$ cat src/rtl/hist_eq_pkg.sv
// Shared types and constants for the histogram-equalisation configuration controller.
package hist_eq_pkg;

  typedef enum logic [1:0] {
    ST_IDLE  = 2'd0,
    ST_ARMED = 2'd1,
    ST_APPLY = 2'd2
  } state_e;

  typedef enum logic [1:0] {
    ADDR_CONTRAST = 2'd0,
    ADDR_UPPER    = 2'd1,
    ADDR_LOWER    = 2'd2,
    ADDR_THR_EN   = 2'd3
  } cfg_addr_e;

  localparam int         DEF_DATA_WIDTH     = 8;
  localparam int         DEF_TIMEOUT_CYCLES = 4194304;
  localparam int         DEF_CONTRAST       = 128;
  localparam logic [9:0] DEF_UPPER          = 10'd717;
  localparam logic [9:0] DEF_LOWER          = 10'd205;
  localparam logic       DEF_THR_EN         = 1'b1;
  localparam int         PIPELINE_LENGTH    = 12;

endpackage

$ cat src/rtl/hist_eq_stall_wdt.sv
// Start-of-frame watchdog: counts cycles since the last SOF, saturating at the timeout.
module hist_eq_stall_wdt
  import hist_eq_pkg::*;
#(
  parameter int TIMEOUT_CYCLES = DEF_TIMEOUT_CYCLES
) (
  input  logic i_sys_clk,
  input  logic i_sys_aresetn,
  input  logic sof,
  output logic expire,
  output logic stall
);

  localparam int             CW    = $clog2(TIMEOUT_CYCLES + 1);
  localparam logic [CW-1:0]  LIMIT = CW'(TIMEOUT_CYCLES);

  logic [CW-1:0] cnt_r;
  logic [CW-1:0] cnt_s;

  // Next count: SOF wins over increment, increment stops at the limit.
  always_comb begin
    cnt_s = cnt_r;
    if (sof) begin
      cnt_s = {CW{1'b0}};
    end else if (cnt_r == LIMIT) begin
      cnt_s = LIMIT;
    end else begin
      cnt_s = cnt_r + CW'(32'd1);
    end
  end

  // expire flags the edge at which the count lands on (or stays at) the limit.
  assign expire = (cnt_s == LIMIT);

  // Counter and registered stall flag.
  always_ff @(posedge i_sys_clk) begin
    if (!i_sys_aresetn) begin
      cnt_r <= {CW{1'b0}};
      stall <= 1'b0;
    end else begin
      cnt_r <= cnt_s;
      stall <= (cnt_s == LIMIT);
    end
  end

endmodule

$ cat src/rtl/hist_eq_cfg_ctrl.sv
// Shadow/active configuration controller: validated commits apply at the next frame start,
// or are forced through when the input stream stalls.
module hist_eq_cfg_ctrl
  import hist_eq_pkg::*;
#(
  parameter int DATA_WIDTH     = DEF_DATA_WIDTH,
  parameter int TIMEOUT_CYCLES = DEF_TIMEOUT_CYCLES
) (
  input  logic                  i_sys_clk,
  input  logic                  i_sys_aresetn,
  input  logic                  cfg_wr_valid,
  output logic                  cfg_wr_ready,
  input  logic [1:0]            cfg_wr_addr,
  input  logic [9:0]            cfg_wr_data,
  input  logic                  cfg_commit,
  input  logic                  mon_tvalid,
  input  logic                  mon_tuser,
  output logic [DATA_WIDTH-1:0] contrast_threshold_param,
  output logic [9:0]            upper_bound_param,
  output logic [9:0]            lower_bound_param,
  output logic                  thresholding_en,
  output logic                  cfg_pending,
  output logic                  cfg_applied,
  output logic                  cfg_err,
  output logic                  cfg_forced,
  output logic                  stream_stall,
  output logic [15:0]           frame_cnt
);

  localparam logic [DATA_WIDTH-1:0] DEF_CT = DATA_WIDTH'(DEF_CONTRAST);

  state_e                  state_r;
  logic [DATA_WIDTH-1:0]   sh_contrast_r, sh_contrast_s;
  logic [9:0]              sh_upper_r, sh_upper_s;
  logic [9:0]              sh_lower_r, sh_lower_s;
  logic                    sh_thr_en_r, sh_thr_en_s;
  logic                    sof_s;
  logic                    wr_en_s;
  logic                    valid_s;
  logic                    expire_s;

  assign sof_s   = mon_tvalid & mon_tuser;
  assign wr_en_s = cfg_wr_valid & cfg_wr_ready;

  hist_eq_stall_wdt #(
    .TIMEOUT_CYCLES(TIMEOUT_CYCLES)
  ) u_wdt (
    .i_sys_clk    (i_sys_clk),
    .i_sys_aresetn(i_sys_aresetn),
    .sof          (sof_s),
    .expire       (expire_s),
    .stall        (stream_stall)
  );

  // Post-write shadow view, so a same-cycle commit validates the new value.
  always_comb begin
    sh_contrast_s = sh_contrast_r;
    sh_upper_s    = sh_upper_r;
    sh_lower_s    = sh_lower_r;
    sh_thr_en_s   = sh_thr_en_r;
    if (wr_en_s) begin
      case (cfg_addr_e'(cfg_wr_addr))
        ADDR_CONTRAST: sh_contrast_s = cfg_wr_data[DATA_WIDTH-1:0];
        ADDR_UPPER:    sh_upper_s    = cfg_wr_data;
        ADDR_LOWER:    sh_lower_s    = cfg_wr_data;
        ADDR_THR_EN:   sh_thr_en_s   = cfg_wr_data[0];
        default:       sh_thr_en_s   = sh_thr_en_r;
      endcase
    end else begin
      sh_thr_en_s = sh_thr_en_r;
    end
  end

  assign valid_s = (sh_lower_s < sh_upper_s) && (sh_upper_s != 10'd0);

  // Commit FSM with shadow/active registers and registered status outputs.
  always_ff @(posedge i_sys_clk) begin
    if (!i_sys_aresetn) begin
      state_r                  <= ST_IDLE;
      sh_contrast_r            <= DEF_CT;
      sh_upper_r               <= DEF_UPPER;
      sh_lower_r               <= DEF_LOWER;
      sh_thr_en_r              <= DEF_THR_EN;
      contrast_threshold_param <= DEF_CT;
      upper_bound_param        <= DEF_UPPER;
      lower_bound_param        <= DEF_LOWER;
      thresholding_en          <= DEF_THR_EN;
      cfg_wr_ready             <= 1'b1;
      cfg_pending              <= 1'b0;
      cfg_applied              <= 1'b0;
      cfg_err                  <= 1'b0;
      cfg_forced               <= 1'b0;
      frame_cnt                <= 16'd0;
    end else begin
      sh_contrast_r <= sh_contrast_s;
      sh_upper_r    <= sh_upper_s;
      sh_lower_r    <= sh_lower_s;
      sh_thr_en_r   <= sh_thr_en_s;
      if (sof_s) begin
        frame_cnt <= frame_cnt + 16'd1;
      end
      case (state_r)
        ST_IDLE: begin
          if (cfg_commit && valid_s) begin
            cfg_err      <= 1'b0;
            cfg_forced   <= 1'b0;
            cfg_pending  <= 1'b1;
            cfg_wr_ready <= 1'b0;
            state_r      <= ST_ARMED;
          end else if (cfg_commit) begin
            cfg_err <= 1'b1;
          end
        end
        ST_ARMED: begin
          // A SOF on the expiry edge is a normal apply, never a forced one.
          if (sof_s || expire_s) begin
            contrast_threshold_param <= sh_contrast_r;
            upper_bound_param        <= sh_upper_r;
            lower_bound_param        <= sh_lower_r;
            thresholding_en          <= sh_thr_en_r;
            cfg_forced               <= cfg_forced | ~sof_s;
            cfg_pending              <= 1'b0;
            cfg_applied              <= 1'b1;
            state_r                  <= ST_APPLY;
          end
        end
        ST_APPLY: begin
          cfg_applied  <= 1'b0;
          cfg_wr_ready <= 1'b1;
          state_r      <= ST_IDLE;
        end
        default: begin
          cfg_pending  <= 1'b0;
          cfg_applied  <= 1'b0;
          cfg_wr_ready <= 1'b1;
          state_r      <= ST_IDLE;
        end
      endcase
    end
  end

endmodule
$ cat config.mk
export PLATFORM = sky130hd
export DESIGN_NAME = hist_eq_cfg_ctrl
export DESIGN_NICKNAME = d
export VERILOG_FILES = /design/src/rtl/hist_eq_pkg.sv /design/src/rtl/hist_eq_stall_wdt.sv /design/src/rtl/hist_eq_cfg_ctrl.sv
export SDC_FILE = /design/constraint.sdc
export NUM_CORES = 1
export LEC_CHECK = 0
export ABC_CLOCK_PERIOD_IN_PS = 3800
export CAP_MARGIN = 5
export CORE_MARGIN = 8
export CORE_UTILIZATION = 55
export CTS_CLUSTER_DIAMETER = 120
export DETAILED_ROUTE_END_ITERATION = 7
export PLACE_DENSITY_LB_ADDON = 0.08
export SLEW_MARGIN = 20
export SYNTH_ARGS = -nofsm -noshare
export SYNTH_HDL_FRONTEND = slang
export SYNTH_SLANG_ARGS = --single-unit
export TNS_END_PERCENT = 100
$ cat constraint.sdc
create_clock -name i_sys_clk -period 3.8 [get_ports i_sys_clk]
set_input_delay 0.76 -clock i_sys_clk [delete_from_list [all_inputs] [get_ports i_sys_clk]]
set_output_delay 0.76 -clock i_sys_clk [all_outputs]
set_load 0.05 [all_outputs]
==> flow_metrics.tcl, run 1 <==
set metrics [dict create \
    multi_input_area_um2 2630 \
    report.final.slew_viol_count 0 \
    dpl_cell_area_um2 5640 \
    synthAdderAreaFrac_pct 3.29 \
    rsz0062_at_grt "false" \
    end_kind "flip-flop" \
    postCtsSetupBuffers 0 \
    wl_per_cell_um 15.7 \
    switchingPower_uw 515 \
    drt_iter0_markers 184 \
    critPathMaxFanout 10 \
    rrSetupSlack_ps 520 \
    synth_top_family_by_area "simple AND/OR/NAND/NOR gates" \
    grt_pass1_vias 3877 \
    hp-class "reg -> reg" \
    netlist-cell-type-count 56 \
    clock_path_buffers 2 \
    ioPinCount 69 \
    synth_xor_area_share_pct 6.56 \
    pwr-share-clk_pct 33.9 \
    fin_crit_sh_pct 89.0 \
    p_int_uw 1530 \
    grt_pass1_wl_mm 19.0 \
    worstSetupPathType "in -> reg" \
    tns_ps 0 \
    wirelength_mm 11.3 \
    worst-r2r-cell-count 9 \
    die-height_um 111 \
    pwr-share-seq_pct 55.8 \
    rr_endpoint "upper_bound_param[9]$_SDFFE_PN1P_" \
    via_per_inst 5.50 \
    powerDensity_nw_per_um2 351 \
    cts.sinks 105 \
    ctsHoldBuffers 0 \
    syn_nets 586 \
    synth.area.mux_share_pct 10.6 \
    reg2reg_from "u_wdt.cnt_r[1]$_SDFF_PN0_" \
    fin_area_um2 5840 \
    nFillCells 749 \
    startpoint_type "input pin" \
    yosys-top-cells-area "dfxtp_1 43%, mux2i_1 8.3%, nand2_1 6.2%" \
    final_nets 638 \
    synth-compound-area-share_pct 6.76 \
    worst_pin_slew_ps 940 \
    dp.final_hpwl_mm 8.00 \
    hold_viol 0 \
    grt.overflow.total 0 \
    drtAntennaViolNets 0 \
    p_sw_share_pct 25.2 \
    grt_max_degree 56 \
    cts_tree "yes" \
    portBuffers 68 \
    clk_latency_ps 360 \
    yosys_warnings 0 \
    core_area_um2 8720 \
    area_growth_pct 18.2 \
    chipWidth_um 111 \
    comb_power_share_pct 10.3 \
    synthCells 555 \
    synth_area_um2 4940 \
    cts_root_buf "clkbuf_8" \
    synth-main-ff-cell "dfxtp_1" \
    vias 3961 \
    syn_area_per_cell_um2 8.90 \
    final-setup-viol-count 0 \
    p_leak_uw 0.00223 \
    clkTransAtPathRegs_ps 100 \
    placedCellCount 704 \
    n_antenna_cell 0 \
    relSlewSlack_pct 36.9 \
    cts_resized 0 \
    synth_seq_area_share_pct 42.6 \
    synth-edff-count 0 \
    stdcell_count 720 \
    synth_seq_cells 105 \
    finalCriticalPeriod_ps 3380 \
    gp_congestion 0.887 \
    cts_buffers 9 \
    post-route-drc-count 0 \
    pre_cts_slack_ps 57.4 \
    num_rows 34 \
    async_flop_share_pct 0 \
    fin_ws_ps 418 \
    synth_top_area_cell "dfxtp_1" \
    drt-pass1-iter-count 4 \
    cts_htree_levels 3 \
    hold_path_depth 2 \
    status "completed" \
    yosys.area.top_type_share_pct 42.6 \
    fmax_ghz 0.296 \
    worstHoldEndpoint "lower_bound_param[8]$_SDFFE_PN0P_" \
    crit_arrival_ps 3670 \
    grt.total_usage_pct 18.2 \
    antenna_found_initial 0 \
    dieArea_um2 12300 \
    synth-simple-area-share_pct 26.1 \
    drive_gt1_share_pct 8.17 \
    seq_area_um2 2100 \
    fin_worst_skew_ps 9.15 \
    max_cap_viol_count 0 \
    required_ps 4080 \
    hp-start "sh_lower_r[8]$_SDFF_PN0_" \
    max-vdd-ir-drop_v 0.000217 \
    initial_core_util_pct 56.6 \
]
-- Yosys cell counts, types with 3 or more instances --
cell type  count
mux2_2        10
nand3_1       24
buf_6          4
nand4b_1       3
mux2i_1       41
dfxtp_1      105
or2_2          6
or3_1          4
inv_1          6
nor2_1        77
nand4_2        3
nand2_1       81
a211oi_1       3
and3_1        11
ha_1          13
and4_1         5
buf_2          7
nand2b_1       3
and2_1        10
o21a_1         4
clkbuf_1      20
nor4_1         7
xnor2_1       20
a21oi_1       14
nor3_1         8
nand4_1        7
o21ai_0        6
xor2_1        17
-- power by group through the flow --
stage                     logic (uW)  registers, uW  clock network (uW)
after detailed placement         211           1170                   0
after global routing             231           1150                 752
after floorplan                  120           1190                   0
after CTS                        213           1140                 712
final                            212           1140                 694
after global placement           207           1170                   0
-- area by class of cell --
type                            count  share of cell area [%]
Clock buffer                       11                    2.42
Clock inverter                      5                   0.921
Inverter                            7                   0.450
Multi-Input combinational cell    408                    45.1
Sequential cell                   105                    36.0
Tap cell                          108                    2.31
Timing Repair Buffer               76                    12.8
-- logic make-up after synthesis --
| logic type | count (synthesis) |
|---|---|
| AOI/OAI and AO/OA | 46 |
| and+or+nand+nor | 261 |
| buffers and inverters | 42 |
| muxes | 51 |
| xor gates and xnor gates | 37 |
| DFF | 105 |
| adders and majority gates | 13 |
-- state kept, by name, summed over array words and instances (netlist names) --
register and cells:
state_r 2, sh_thr_en_r 1, u_wdt.cnt_r 23, cfg_applied 1
sh_contrast_r 8, cfg_wr_ready 1, u_wdt.stall 1, sh_lower_r 10
upper_bound_param 10, contrast_threshold_param 8, lower_bound_param 10, cfg_pending 1
cfg_err 1, thresholding_en 1, frame_cnt 16, cfg_forced 1
sh_upper_r 10
-- worst max path at each step --
stage                                    from                                       end  slack (ps)  cells after the start
CTS                            cfg_wr_addr[0]                  cfg_pending$_SDFFE_PN0P_         450                     11
finish                         cfg_wr_addr[0]                  cfg_pending$_SDFFE_PN0P_         420                     11
global route        u_wdt.cnt_r[1]$_SDFF_PN0_  contrast_threshold_param[6]$_SDFFE_PN0P_         230                      9
detailed placement             cfg_wr_addr[0]                  cfg_pending$_SDFFE_PN0P_          60                     11
global placement               cfg_wr_addr[0]                  cfg_pending$_SDFFE_PN0P_         140                     11
floorplan                      cfg_wr_addr[1]                  cfg_pending$_SDFFE_PN0P_         610                     10
-- metrics by stage --
| stage | utilization [%] | power, uW | hold slack [ps] |
|---|---|---|---|
| after global routing | 67.0 | 2130 | 486 |
| after floorplan | - | 1310 | 435 |
| after CTS | 67.0 | 2070 | 460 |
| after detailed placement | 64.7 | 1380 | 450 |
| after global placement | 64.7 | 1370 | 442 |
| final | 67.0 | 2050 | 456 |
-- layout by cell type (no fill, tap or decap), drive strengths merged, types with 7 or more instances in the layout --
cell type and instances:
a21oi 14, and2 10, and3 11, buf 9
clkbuf 11, clkdlybuf4s50 67, dfxtp 105, ha 13
inv 7, mux2 10, mux2i 41, nand2 82
nand3 24, nand4 10, nor2 77, nor3 8
nor4 10, xnor2 20, xor2 17
-- layer usage --
layer | vias to the layer above | global-route usage (%) | wire, um
met4 | 0 | 6.76 | 169
met5 | - | 0 | 0
met2 | 95 | 27.7 | 4990
met3 | 13 | 5.74 | 799
met1 | 1849 | 23.5 | 5310
li1 | 2004 | - | -
-- worst max-delay path, stage by stage --
cell and delay [ps]:
clkdlybuf4s50_1 530, nand4b_1 130, buf_4 200, mux2_2 370, ha_1 290, a2111o_1 390
o221ai_1 170, a21oi_1 70, nand4b_1 290, o21ba_2 270, a211oi_1 200
No activity file was read; power rests on OpenSTA's default activity.
==> run 2, diff against run 1 <==
- SETUP_SLACK_MARGIN: unset -> 0.05
==> results of run 2 <==
Final layout, timing and power as in run 1 (identical DEF).
==> run 3, diff against run 2 <==
- CELL_PAD_IN_SITES_DETAIL_PLACEMENT: unset -> 0
- CELL_PAD_IN_SITES_GLOBAL_PLACEMENT: unset -> 1
- CORE_UTILIZATION: 55 -> 43
- CTS_BUF_LIST: unset -> sky130_fd_sc_hd__clkbuf_4 sky130_fd_sc_hd__clkbuf_8
==> flow_metrics.tcl, run 3 (synthesis gave the netlist of run 1 again) <==
set metrics [dict create \
    powerDensity_nw_per_um2 358 \
    clock_path_buffers 2 \
    die-height_um 123 \
    final_nets 639 \
    core_area_um2 11300 \
    fin_crit_sh_pct 90.2 \
    totalPowerFinal_uw 2120 \
    wirelength_mm 11.6 \
    final_core_util_pct 52.3 \
    endpoint "cfg_pending$_SDFFE_PN0P_" \
    cts_buffers 9 \
    drive_gt1_share_pct 8.48 \
    n_antenna_cell 0 \
    end_kind "flip-flop" \
    met3_wirelength_um 745 \
    num_rows 39 \
    crit_family "compound AO/OA/AOI/OAI gates" \
    startpoint "cfg_wr_addr[1]" \
    cp.depth 11 \
    via_per_inst 5.12 \
    finalCriticalPeriod_ps 3430 \
    required_ps 4090 \
    path_buf_inv 2 \
    slowest_delay_ps 470 \
    max_cap_viol_count 0 \
    cts_root_buf "clkbuf_8" \
    top_register "u_wdt.cnt_r" \
    dr_wl_met2_mm 5.21 \
    relSlewSlack_pct 52.3 \
    antenna_found_initial 0 \
    largest_reg_flops 23 \
    portBuffers 68 \
    wl_per_cell_um 15.4 \
    hp-class "reg -> reg" \
    drt_iter0_markers 226 \
    gp_congestion 0.841 \
    crit_arrival_ps 3720 \
    dieArea_um2 15200 \
    cts_htree_levels 3 \
    p_leak_uw 0.00224 \
    grt_pass1_vias 3738 \
    chipWidth_um 123 \
    ioPinCount 69 \
    hold_viol 0 \
    final-setup-viol-count 0 \
    worst-r2r-cell-count 9 \
    clkTransAtPathRegs_ps 90 \
    critPathMaxFanout 6 \
    cp_slowest_cell "clkdlybuf4s50_1" \
    top_layer_used "met4" \
    reg2reg_from "u_wdt.cnt_r[1]$_SDFF_PN0_" \
    fin_worst_skew_ps 8.19 \
    crit_top_cell "nand4b_1" \
    dp.final_hpwl_mm 8.23 \
    vias 3874 \
    report.final.slew_viol_count 0 \
    clk_latency_ps 380 \
    status "completed" \
    grt.overflow.total 0 \
    rrSetupSlack_ps 410 \
    post-route-drc-count 0 \
    grt_pass1_wl_mm 18.9 \
    wl_met1_mm 5.60 \
    drtAntennaViolNets 0 \
    area_growth_pct 19.9 \
    cts_tree "yes" \
    ctsHoldBuffers 0 \
    final_common_cell "dfxtp_1" \
    startpoint_type "input pin" \
    drt-pass1-iter-count 4 \
    top_regs "u_wdt.cnt_r (23), frame_cnt (16)" \
    layout_common_cells "105 x dfxtp_1, 81 x nand2_1, 77 x nor2_1" \
    rsz0062_at_grt "false" \
    worstSetupPathType "in -> reg" \
    worst_pin_slew_ps 713 \
    path_cells "clkdlybuf4s50_1, nand4b_1, buf_4, mux2i_1, ha_1, a2111o_1, o221ai_1, a21oi_1, nand4b_1, o21ba_2, a211oi_1" \
    grt_max_degree 61 \
    initial_core_util_pct 43.6 \
    rr_endpoint "upper_bound_param[7]$_SDFFE_PN1P_" \
    cts_resized 0 \
    fmax_ghz 0.292 \
    grt.total_usage_pct 15.8 \
    max-vdd-ir-drop_v 0.000297 \
    tns_ps 0 \
    cts.sinks 105 \
]
==> run 3: metrics by stage <==
step | cells | setup WS (ps) | area [um^2] | hold WS (ps)
6_report | 756 | 374 | 5920 | 458
3_3_place_gp | 738 | -51.2 | 5680 | 442
4_1_cts | 754 | 219 | 5910 | 460
2_1_floorplan | 555 | 610 | 4940 | 435
5_1_grt | 756 | 210 | 5920 | 476
3_5_place_dp | 738 | -162 | 5680 | 447
==> run 3: worst min-delay path, delay by kind of cell, from the launching register on <==
family             cells  cell delay [ps]
DFF                    1              320
AOI/OAI and AO/OA      1               50
and+or+nand+nor        1               50
==> run 3: area by class of cell <==
cell class / instances / area (um^2)
clock inverters: 3 / 46.3
inverters: 7 / 26.3
fillers: 1075 / 5400
multi-input cells: 408 / 2630
well taps: 143 / 179
flip-flops and latches: 105 / 2100
repair buffers: 77 / 756
clock buffers: 13 / 179
==> run 3: routing by layer <==
| layer | vias up | GRT usage [%] |
|---|---|---|
| met5 | - | 0 |
| met4 | 0 | 4.36 |
| met3 | 8 | 6.16 |
| met2 | 68 | 24.1 |
| met1 | 1792 | 20.3 |
| li1 | 2006 | - |
==> run 3: how the worst min path moves through the flow <==
stage / endpoint / cells past startpoint / startpoint / slack, ps
after detailed placement: sh_contrast_r[3]$_SDFFE_PN0P_ / 2 / sh_contrast_r[3]$_SDFFE_PN0P_ / 450
after global routing: sh_contrast_r[5]$_SDFFE_PN0P_ / 2 / sh_contrast_r[5]$_SDFFE_PN0P_ / 480
after floorplan: lower_bound_param[1]$_SDFFE_PN0P_ / 2 / sh_lower_r[1]$_SDFF_PN0_ / 430
final: sh_contrast_r[5]$_SDFFE_PN0P_ / 2 / sh_contrast_r[5]$_SDFFE_PN0P_ / 460
after CTS: sh_contrast_r[3]$_SDFFE_PN0P_ / 2 / sh_contrast_r[3]$_SDFFE_PN0P_ / 460
after global placement: contrast_threshold_param[3]$_SDFFE_PN0P_ / 2 / contrast_threshold_param[3]$_SDFFE_PN0P_ / 440
==> run 3: power by group <==
| group | leakage, uW | total [uW] | internal [uW] | switching, uW |
|---|---|---|---|---|
| clock network | 0.000112 | 765 | 378 | 387 |
| logic | 0.00128 | 212 | 89.0 | 124 |
| registers | 0.000850 | 1140 | 1120 | 21.0 |
| total | 0.00224 | 2120 | 1590 | 531 |
==> run 3: what timing repair did <==
item,in CTS,in global routing
setup buffers,0,2
endpoints found under the hold margin,0,0
endpoints found under the setup margin,0,1
